`src/rtl/swara_tone_gen_pkg.sv`:
```
// Shared definitions for the swara tone generator: index range, state
// encoding and the elaboration-time half-period calculation.
package swara_tone_gen_pkg;

  localparam int unsigned NUM_SWARAS = 21;
  localparam int unsigned NOTE_W     = 5;
  localparam logic [NOTE_W-1:0] REST = '0;

  // Index 1 (sl) sits at 320 Hz; each step up multiplies by the seventh
  // root of two, so index 8 is one octave above index 1.
  localparam real BASE_HZ    = 320.0;
  localparam real STEP_RATIO = 1.104089514;

  typedef enum logic [1:0] {
    IDLE,
    PLAY,
    GAP
  } tone_state_e;

  // Square-wave half-period in clock cycles for swara idx (1..21), rounded
  // to nearest and never below one cycle.
  function automatic int half_period(input int unsigned clk_hz, input int unsigned idx);
    real freq;
    real half;
    int  r;
    freq = BASE_HZ;
    for (int unsigned i = 1; i < idx; i++) begin
      freq = freq * STEP_RATIO;
    end
    half = real'(clk_hz) / (2.0 * freq);
    r = $rtoi(half + 0.5);
    return (r < 1) ? 1 : r;
  endfunction

endpackage

```
`src/rtl/swara_tone_gen_osc.sv`:
```
// Square-wave oscillator: a half-period down-counter plus a toggle flop.
// The half input is the half-period minus one, sampled only on load.
module swara_osc
  import swara_tone_gen_pkg::*;
#(
  parameter int unsigned HALF_W = 7
) (
  input  logic              clk,
  input  logic              rst,
  input  logic              load,
  input  logic              en,
  input  logic [HALF_W-1:0] half,
  output logic              tone
);

  logic [HALF_W-1:0] cnt_q, cnt_d;
  logic [HALF_W-1:0] rel_q, rel_d;
  logic              tone_q, tone_d;

  // Load restarts phase at low; otherwise count down and toggle on zero.
  always_comb begin
    cnt_d  = cnt_q;
    rel_d  = rel_q;
    tone_d = tone_q;
    if (load) begin
      cnt_d  = half;
      rel_d  = half;
      tone_d = 1'b0;
    end else if (en) begin
      if (cnt_q == '0) begin
        cnt_d  = rel_q;
        tone_d = ~tone_q;
      end else begin
        cnt_d = cnt_q - 1'b1;
      end
    end
  end

  // Oscillator state registers.
  always_ff @(posedge clk) begin
    if (rst) begin
      cnt_q  <= '0;
      rel_q  <= '0;
      tone_q <= 1'b0;
    end else begin
      cnt_q  <= cnt_d;
      rel_q  <= rel_d;
      tone_q <= tone_d;
    end
  end

  assign tone = tone_q;

endmodule

```
`src/rtl/swara_tone_gen.sv`:
```
// Swara tone player: accepts note indices over valid/ready, plays each as a
// square wave for NOTE_CYCLES cycles, then stays silent for GAP_CYCLES.
module swara_tone_gen
  import swara_tone_gen_pkg::*;
#(
  parameter int unsigned CLK_HZ      = 1_000_000,
  parameter int unsigned NOTE_CYCLES = 300_000,
  parameter int unsigned GAP_CYCLES  = 0
) (
  input  logic        clk,
  input  logic        rst,
  input  logic        in_valid,
  output logic        in_ready,
  input  logic [4:0]  in_note,
  output logic        tone_out,
  output logic        busy,
  output logic [4:0]  cur_note,
  output logic        note_done,
  output logic        err
);

  localparam int unsigned HALF_MAX = half_period(CLK_HZ, 1);
  localparam int unsigned HALF_W   = (HALF_MAX > 1) ? $clog2(HALF_MAX) : 1;
  localparam int unsigned DUR_W    = (NOTE_CYCLES > 1) ? $clog2(NOTE_CYCLES) : 1;
  localparam int unsigned GAP_W    = (GAP_CYCLES > 1) ? $clog2(GAP_CYCLES) : 1;
  localparam int unsigned NUM_IDX  = NUM_SWARAS + 1;
  localparam logic [DUR_W-1:0] DUR_LOAD = DUR_W'(NOTE_CYCLES - 1);
  localparam logic [GAP_W-1:0] GAP_LOAD = GAP_W'((GAP_CYCLES > 0) ? GAP_CYCLES - 1 : 0);

  // Reload values (half-period minus one), fixed at elaboration.
  logic [HALF_W-1:0] half_tab [NUM_IDX];
  for (genvar g = 0; g < NUM_IDX; g++) begin : g_half
    localparam int unsigned HV = (g == 0) ? 1 : half_period(CLK_HZ, g);
    assign half_tab[g] = HALF_W'(HV - 1);
  end

  tone_state_e        state_q, state_d;
  logic [NOTE_W-1:0]  note_q, note_d;
  logic [DUR_W-1:0]   dur_q, dur_d;
  logic [GAP_W-1:0]   gap_q, gap_d;
  logic               err_q, err_d;

  logic               legal;
  logic               accept;
  logic [NOTE_W-1:0]  note_sel;
  logic               osc_load;
  logic               osc_en;
  logic               osc_tone;
  logic [HALF_W-1:0]  osc_half;

  assign in_ready = (state_q == IDLE) && !rst;
  assign accept   = in_valid && in_ready;
  assign legal    = (in_note <= NOTE_W'(NUM_SWARAS));
  assign note_sel = legal ? in_note : REST;
  assign osc_half = half_tab[note_sel];

  // Next-state, counter and strobe logic for the IDLE/PLAY/GAP sequence.
  always_comb begin
    state_d   = state_q;
    note_d    = note_q;
    dur_d     = dur_q;
    gap_d     = gap_q;
    err_d     = 1'b0;
    osc_load  = 1'b0;
    osc_en    = 1'b0;
    note_done = 1'b0;
    unique case (state_q)
      IDLE: begin
        if (accept) begin
          note_d   = note_sel;
          err_d    = !legal;
          dur_d    = DUR_LOAD;
          osc_load = 1'b1;
          state_d  = PLAY;
        end
      end
      PLAY: begin
        osc_en = (note_q != REST);
        if (dur_q == '0) begin
          note_done = 1'b1;
          if (GAP_CYCLES > 0) begin
            state_d = GAP;
            gap_d   = GAP_LOAD;
          end else begin
            state_d = IDLE;
          end
        end else begin
          dur_d = dur_q - 1'b1;
        end
      end
      GAP: begin
        if (gap_q == '0) begin
          state_d = IDLE;
        end else begin
          gap_d = gap_q - 1'b1;
        end
      end
      default: state_d = IDLE;
    endcase
  end

  // Sequencer registers.
  always_ff @(posedge clk) begin
    if (rst) begin
      state_q <= IDLE;
      note_q  <= '0;
      dur_q   <= '0;
      gap_q   <= '0;
      err_q   <= 1'b0;
    end else begin
      state_q <= state_d;
      note_q  <= note_d;
      dur_q   <= dur_d;
      gap_q   <= gap_d;
      err_q   <= err_d;
    end
  end

  swara_osc #(
    .HALF_W (HALF_W)
  ) u_osc (
    .clk  (clk),
    .rst  (rst),
    .load (osc_load),
    .en   (osc_en),
    .half (osc_half),
    .tone (osc_tone)
  );

  // Gating by PLAY forces the output low on exit whatever the oscillator
  // phase; the oscillator itself is re-phased on the next load.
  assign tone_out = osc_tone && (state_q == PLAY);
  assign busy     = (state_q != IDLE);
  assign cur_note = (state_q == PLAY) ? note_q : REST;
  assign err      = err_q;

endmodule

```
`config.mk`:
```
export PLATFORM = sky130hd
export DESIGN_NAME = swara_tone_gen
export DESIGN_NICKNAME = d
export VERILOG_FILES = /design/src/rtl/swara_tone_gen_pkg.sv /design/src/rtl/swara_tone_gen_osc.sv /design/src/rtl/swara_tone_gen.sv
export SDC_FILE = /design/constraint.sdc
export NUM_CORES = 1
export LEC_CHECK = 0
export CORE_MARGIN = 2
export CORE_UTILIZATION = 47
export DETAILED_ROUTE_END_ITERATION = 8
export GPL_TIMING_DRIVEN = 0
export HOLD_SLACK_MARGIN = 0.1
export PLACE_DENSITY_LB_ADDON = 0.1
export SLEW_MARGIN = 30
export SYNTH_ARGS = -nofsm -noshare
export SYNTH_HDL_FRONTEND = slang
export SYNTH_HIERARCHICAL = 1
export SYNTH_SLANG_ARGS = --single-unit
```
`constraint.sdc`:
```
create_clock -name clk -period 8.1 [get_ports clk]
set_clock_uncertainty 0.05 [all_clocks]
set_input_delay 1.62 -clock clk [delete_from_list [all_inputs] [get_ports clk]]
set_output_delay 1.62 -clock clk [all_outputs]
set_load 0.02 [all_outputs]
```
Word level (Yosys, flattened, before mapping) --
Memory sizes are Yosys's and may differ from the RTL's. Index checks and enable logic that the tools add are counted. Widths: inputs -> output; s select.
Word-level totals: bits in registers 51, memory bits (read-only) 352, bits of input ports 8, output and inout port bits 10, logic and storage cells 62, memories 1
Memory list:
- (no name shown) | words 32, width 11, rd ports 1, clocked after memory_dff 0, wr ports 0, line swara_tone_gen.sv:55 | assign osc_half = half_tab[note_sel];
Operators by class: $add $sub $neg 3, $lt $le $gt $ge 2, equality and inequality tests 6, muxes and demuxes 20, bitwise logic cells 4, reduce and logical (&&, ||, !) cells 18
Operators by type and width (number):
- $mux 11 | 5
- $mux 19 | 2
- $pmux 19 s2 | 1
- $logic_not 19->1 | 1
- $sub 19x1->19 const B | 1
- $logic_not 11->1 | 1
- $sub 11x1->11 const B | 1
- $mux 5 | 2
- $ne 2x2->1 const B | 4
- $ge 6x6->1 const B | 1
- $mux 1 | 6
- $mux 2 | 3
- $not 5->6 | 1
- $pmux 2 s3 | 1
- $reduce_and 3->1 | 2
- $reduce_bool 2->1 | 3
- $le 5x5->1 const B | 1
- $reduce_bool 5->1 | 1
- $reduce_and 2->1 | 2
- $logic_and 1x1->1 | 3
- $not 1->1 | 3
- $reduce_or 3->1 | 1
- $eq 2x1->1 const B | 1
- $eq 2x2->1 const B | 1
- 4 further kinds | 5

Longest topological paths before layout --
depth after elaboration 7, gate-level depth with buffers 13, gate-level depth less buffers 13

Modules after synthesis --
The synthesis kept the hierarchy.
Modules (own cells, without submodules):
- swara_tone_gen | times used 1, cells each 246, area an instance 1925.6 µm², seq. area each 520.5 µm²
- swara_osc | times used 1, cells each 145, area an instance 1288.7 µm², seq. area each 460.4 µm²

Worst setup path after synthesis --
Ideal clock, no wire load.
kind in2reg, from in in_note[3], to reg u_osc.cnt_q[7], library setup time 72 ps, data arrival time 3887 ps, required time 7978 ps, slack 4091 ps, stages 13, buffers on the path 1, path through clkbuf_1 > o21ai_0 > nand2_1 > inv_1 > ha_1 > o21ai_0 > a32o_1 > a221o_1 > o21ai_0 > nand2_1 > a21boi_0 > or2_2 > a2bb2oi_1
Between the ends: word-level cells in the longest chain between the ends 7
RTL lines:
- start, declared | line swara_tone_gen.sv:14 | input logic [4:0] in_note,
- $le 5x5->1 | line swara_tone_gen.sv:53 | assign legal = (in_note <= NOTE_W'(NUM_SWARAS));
- $mux 5 | line swara_tone_gen.sv:54 | assign note_sel = legal ? in_note : REST;
- named net note_sel[1] | line swara_tone_gen.sv:45 | logic [NOTE_W-1:0] note_sel;
- $not 5->6 (implied by the code) | line swara_tone_gen.sv:55
- $mem_v2 32x11
- $mux 11 (implied by the code) (2 in series) | line swara_tone_gen.sv:55
- named net osc_half[7] | line swara_tone_gen.sv:49 | logic [HALF_W-1:0] osc_half;
- $mux 11 | line swara_tone_gen_osc.sv:25 | if (load) begin
- end signal, assigned | line swara_tone_gen_osc.sv:46 | cnt_q <= cnt_d;
- end, declared | line swara_tone_gen_osc.sv:16 | logic [HALF_W-1:0] cnt_q, cnt_d;
The timed path passes the listed nets, and every way through them passes these cells. The select of a mux whose other input is x is not followed. A chain may end at the register's enable or synchronous reset.

Worst setup path after layout --
from in in_note[2], to reg u_osc.cnt_q[7]
Same word-level chain as after synthesis.

==> impl_metrics.toml <==
[synthesis]
async_reset_ff_frac = 0
yosys.area.top_type = "dfxtp_1"
synthAdderAreaFrac = 0.0420
synth_compound_area_frac = 0.210
synth_top_family_by_area = "simple AND/OR/NAND/NOR gates"
synthMuxAreaShare = 0.0502
yosysWarningCount = 6
yosysTopAreaCellShare = 0.305
yosysSeqAreaShare = 0.305
synth_edf_count = 0
syn_area_um2 = 3210
syn_avg_cell_area_um2 = 8.22
ys_seq_elements = 49
synthFlopType = "dfxtp_1"
netlist_instances = 391
synthSimpleGateAreaFrac = 0.285
ys_types = 68
synth.net_count = 409
synth_xor_area_frac = 0.0490
synth_area_leaders = "dfxtp_1 31%, mux2i_1 4.7%, nor2_1 4.4%, o21ai_0 4.2%, ha_1 3.9%"

[global_route]
grt_overflow_total = 0
grt_max_degree = 16
grt_use_total = 0.228
first_global_vias = 2788
grt_pass1_wl_mm = 13.7
antenna_found_initial = 0

[clocking]
ctsResizeCount = 0
clock_latency_ps = 300
clk_path_buf_depth = 2
clkSinkCount = 49
htree_levels = 2
cts-hold-fix-buffers = 0
clk_pin_slew_ps = 100
post_cts_buffers = 0
cts-root-buf = "clkbuf_8"
cts_tree = "built"
cts_inserted_buffers = 5

[sta]
hold_ws_ps = 433
fin_crit_ps = 4780
tightest_slew_ps = 674
setup-violations-final = 0
final_max_slew_viol_count = 0
rsz0062_at_grt = "false"
tns_ps = 0
hold_viol_final = 0
fmax_mhz = 209
post-route-period-util = 0.590
slew_headroom = 0.547

[power]
p_seq_frac = 0.417
internal_power_w = 0.000432
leakage_nw = 1.28
switchingPower_w = 0.000251
powerDensity_nw_per_um2 = 192
p_comb_frac = 0.371
peakVddDrop_uv = 112
swShare = 0.368
clock_power_share = 0.212

[final_layout]
final_nets = 431
stdcell_area_um2 = 3550
area_growth_syn_to_layout_pct = 10.5
num-fill-cells = 648
final_cell_mix = "49 x dfxtp_1, 38 x nor2_1, 27 x o21ai_0"
antennaDiodeCount = 0
multi_input_area_um2 = 2050
seqCellArea_um2 = 981
utilization = 0.528
drive_gt1_frac = 0.0894
final_common_cell = "dfxtp_1"

[placement]
placed_cell_area_um2 = 3460
gp_congestion = 0.931
hpwl_mm = 5.92
io_buffers = 15

[hold_path]
hold_depth = 2
hp-class = "register to register"

[drt]
drt_iter0_markers = 165
routed_wirelength_mm = 8.10
drc = 0
routedWlPerCell_um = 16.4
drtPass1Iterations = 5
via_per_inst = 6.01
final_antenna_net_count = 0
vias = 2971

[floorplan]
num_rows = 30
dieArea_um2 = 7520
pin_count = 18
initial_core_util = 0.478
fp.dieH_um = 86.7
core_area_um2 = 6720
die_w_um = 86.7

[worst_setup_path]
crit_path_max_incr_delay_ps = 510
crit_family = "compound AO/OA/AOI/OAI gates"
start_kind = "primary input"
path_buf_inv = 2
critPathMostFrequentCell = "o21ai_0"
worstPathRequired_ps = 8290
crit_type = "primary input to register"
cp.depth = 14
slowest_stage = "clkdlybuf4s50_1"
cp.arrival_ps = 4970
rr_worst_depth = 7
crit_chain = "clkdlybuf4s50_1 -> and2_1 -> o21ai_0 -> nand2_1 -> inv_1 -> ha_1 -> o21ai_0 -> a32o_1 -> a221o_1 -> o21ai_0 -> nand2_1 -> a21boi_0 -> or2_2 -> a2bb2oi_1"
worst_setup_path_end_kind = "register"
worst-path-max-fanout = 7

[status]
outcome = "finished, final reports clean"

[run]
drv_cap = 0
## final timing paths
check,startpoint,to,slack [ps]
worst max-delay path,in_note[2],u_osc/cnt_q[7]$_SDFFE_PP0P_,3320
worst max register to register,dur_q[0]$_SDFFE_PP0P_,dur_q[15]$_SDFFE_PP0P_,5730
worst min register to register,dur_q[11]$_SDFFE_PP0P_,dur_q[11]$_SDFFE_PP0P_,430
worst min-delay path,dur_q[11]$_SDFFE_PP0P_,dur_q[11]$_SDFFE_PP0P_,430
## sequential cells by signal, indices dropped and copies added, names as in the netlist
name,flops
u_osc/cnt_q,11
state_q,1
err,1
u_osc/tone,1
u_osc/rel_q,11
note_q,5
dur_q,19
## layer usage
metal | GRT usage | vias to the layer above | part of all wire
met5 | 0 | - | 0
met4 | 0.0455 | 0 | 0.0079
met3 | 0.0295 | 9 | 0.042
met2 | 0.396 | 67 | 0.50
met1 | 0.306 | 1411 | 0.45
li1 | - | 1484 | -
## synthesized netlist by cell type (all sizes together), types with 5 or more instances
cell	n
nor3b	5
nand4	5
buf	9
nand3b	10
a22oi	5
a31oi	7
o21ai	29
ha	10
nor2b	7
nor4	9
xor2	6
nand3	9
xnor2	12
nand2	12
and2	7
mux2i	15
nand2b	9
o22ai	8
o31ai	6
nor3	26
inv	15
dfxtp	49
clkbuf	12
a21oi	19
a211oi	7
nor2	39
or3	7
## through the flow
step           instances  power [W]  worst slack [ps]
2_1_floorplan        391   0.000484              4090
3_3_place_gp         486   0.000538              3130
3_5_place_dp         486   0.000542              3020
4_1_cts              494   0.000690              3350
5_1_grt              494   0.000732              3050
6_report             494   0.000683              3320
## kinds of logic (layout without fill, tap and decap cells)
| kind of cell | count (synthesis) | in the layout |
|---|---|---|
| AO/OA/AOI/OAI | 103 | 103 |
| XOR/XNOR | 18 | 18 |
| multiplexers | 16 | 16 |
| buffers and inverters | 38 | 61 |
| flip-flops | 49 | 49 |
| AND/OR/NAND/NOR | 156 | 156 |
| adder cells (fa/ha/maj) | 11 | 11 |
## area by class of cell
type / instances / area share
multi-input combinational: 304 / 0.576
inverter: 15 / 0.0159
tap: 80 / 0.0282
buffer: 23 / 0.0366
sequential: 49 / 0.276
timing repair buffer: 15 / 0.0423
clock inverter: 2 / 0.00388
clock buffer: 6 / 0.0204
## power groups by stage
stage / sequential, W / clock (W) / combinational, W
after floorplan: 0.000286 / 0 / 0.000198
after global placement: 0.000290 / 0 / 0.000248
after CTS: 0.000285 / 0.000152 / 0.000253
after global routing: 0.000288 / 0.000163 / 0.000280
after detailed placement: 0.000290 / 0 / 0.000252
final: 0.000285 / 0.000145 / 0.000254
## tightest hold or removal path, stage by stage, from the launching register on
cell and delay [ps]:
dfxtp_1 320, o31ai_1 60, a21oi_1 60
Power figures use the tool's default switching activity.
==> patch (config.mk and constraints unchanged) <==
Change the parameter `NOTE_CYCLES` from 300_000 to 150_000.
--- a/src/rtl/swara_tone_gen.sv
+++ b/src/rtl/swara_tone_gen.sv
@@ -5,5 +5,5 @@
 #(
   parameter int unsigned CLK_HZ      = 1_000_000,
-  parameter int unsigned NOTE_CYCLES = 300_000,
+  parameter int unsigned NOTE_CYCLES = 150_000,
   parameter int unsigned GAP_CYCLES  = 0
 ) (
Formal check against the unedited RTL: same outputs for any inputs over 10 cycles, from zero or initial values and one cycle with rst high; that may be too few to reach the edited logic, so the function may still have changed.
==> patch against the unedited design <==
  * Wire length increased by 0.85%
  * Combinational power shrank 13%
  * Sequential share of layout area is 0.58 points lower
  * Total power barely moved
  * Non-clock buffer count grew 3
  * Sequential power fell by 4%
  * Clock power increased by 30%
  * Cell area barely moved
  * Synthesized cell count increased by 2.8%
  * Area after synthesis is 0.70% lower
  * Setup slack lost 0.15 ns
  * Sequential cell count fell by 1
==> patch: results (changes against the unedited design) <==
stage;metric;value;unit;change
setup_path;max incr delay on CP;0.56;ns;+0.05 ns
place;HPWL after DPL;5860;um;-0.91%
clock_tree;root buf cell;clkbuf_8;;
place;Placed Area;0.00343;mm^2;-0.94%
global_route;met2 usage;0.387;;-0.00839
clock_tree;post-CTS sizing;0;;unchanged
pwr;Clk pwr share;0.275;;+0.063
outcome;outcome;finished clean;;
setup_path;data arrival time of the worst path;3.27;ns;-1.70 ns
drt;WL met2;3900;um;-3.9%
place;buffers added on ports;14;;-1
drt;router iterations before antenna repair;4;;-1
clock_tree;H-tree Lvls;2;;unchanged
layout;# diodes;0;;unchanged
drt;DR vias/cell;6.00;;-0.30%
yosys;syn_nets;420;;+2.7%
timing;worst slew pin tran;0.700;ns;+0.0256 ns
floorplan;die area;0.00747;mm^2;-0.67%
yosys;ranking of synthesized cells by area;dfxtp_1, mux2i_1, nor2_1;;
layout;Layout Nets;441;;+2.3%
global_route;initial antenna violation count;0;;unchanged
yosys;sequential fraction of the synthesis area;0.301;;-0.00412
place;routability cong.;0.903;;-3.0%
layout;ratio of cells with drive above 1 in the final layout;0.0778;;-0.0115
pwr;Lkg Pwr;0.00133;uW;+3.3%
clock_tree;TritonCTS buffer count;5;;unchanged
pwr;switch share;0.343;;-0.0244
pwr;Worst VDD drop;0.102;mV;-8.8%
yosys;Cell variety after synth;60;;-12%
clock_tree;post-CTS setup buffers;0;;unchanged
clock_tree;worst-case clock buffer depth;2;;unchanged
yosys;Commonest cells post-synth;dfxtp_1, nor2_1, a21oi_1, nand2_1;;
setup_path;slowest CP cell;clkdlybuf4s50_1;;
global_route;met1 Usage GRT;0.290;;-0.0154
drt;drt wl/cell;16.2;um;-1.1%
yosys;Yosys warning count;6;;unchanged
global_route;first-pass GRT wire length;13500;um;-1.6%
layout;largest registers;dur_q x18, u_osc/cnt_q x11, u_osc/rel_q x11;;
global_route;vias in the first global route;2799;;+0.39%
clock_tree;clk_lat worst skew;0.31;ns;
setup_path;crit-path max FO;10;;+3
drt;wire length on met3;395;um;+17%
global_route;GRT Util Overall;0.225;;-0.00336
drt;DRT met1 WL;3690;um;+1.5%
global_route;GR Util met3;0.0333;;+0.00381
global_route;largest net degree at the start of global routing;16;;unchanged
pwr;P_seq;273;uW;-4%
drt;DR iter-0 viols;149;;-9.7%
[patch: cell count changes after synthesis, sizes merged, moves of 6 or more]
cell,change
clkbuf,+6
nor3,-8
o21ai,-10
a21oi,+9
nand3b,-6
nand2,+10
[patch: cell families after synthesis]
kind of cell | Yosys count | share of synthesized area
AO/OA/AOI/OAI | 99 | 0.199
AND/OR/NAND/NOR | 164 | 0.295
buffers and inverters | 45 | 0.0592
adder cells (fa/ha/maj) | 11 | 0.0423
multiplexers | 18 | 0.0568
flip-flops | 48 | 0.301
XOR/XNOR | 17 | 0.0466
[patch: metrics by stage]
step           total power [uW]  utilization  std cells  hold WS, ns  setup slack [ns]
2_1_floorplan               447            -        402        0.385              3.76
3_3_place_gp                495        0.514        496        0.403              2.92
3_5_place_dp                497        0.514        496        0.409              2.94
4_1_cts                     687        0.532        504        0.421              3.14
5_1_grt                     723        0.532        504        0.449              2.83
6_report                    683        0.532        504        0.415              3.16
[patch: worst paths after layout]
check	startpoint	endpoint	slack, ns	depth (start not counted)
setup / recovery	rst	in_ready	3.16	4
hold / removal	note_q[2]	note_q[2]	0.41	2
setup reg to reg	state_q[0]	u_osc/rel_q[3]	5.41	8
hold reg to reg	note_q[2]	note_q[2]	0.41	2
[patch: cell type report]
class | count | area [um^2]
inverter | 18 | 67.6
clock buffer | 6 | 82.6
fill | 669 | 3130
tap | 80 | 100
clock inverter | 2 | 38.8
buffer | 27 | 121
multi-input combinational | 309 | 2040
sequential | 48 | 961
timing repair buffer | 14 | 140
[patch: worst max-delay path, delay by kind of cell]
kind / cells / cell delay, ns
buf+inv: 3 / 1.57
simple gates: 1 / 0.07
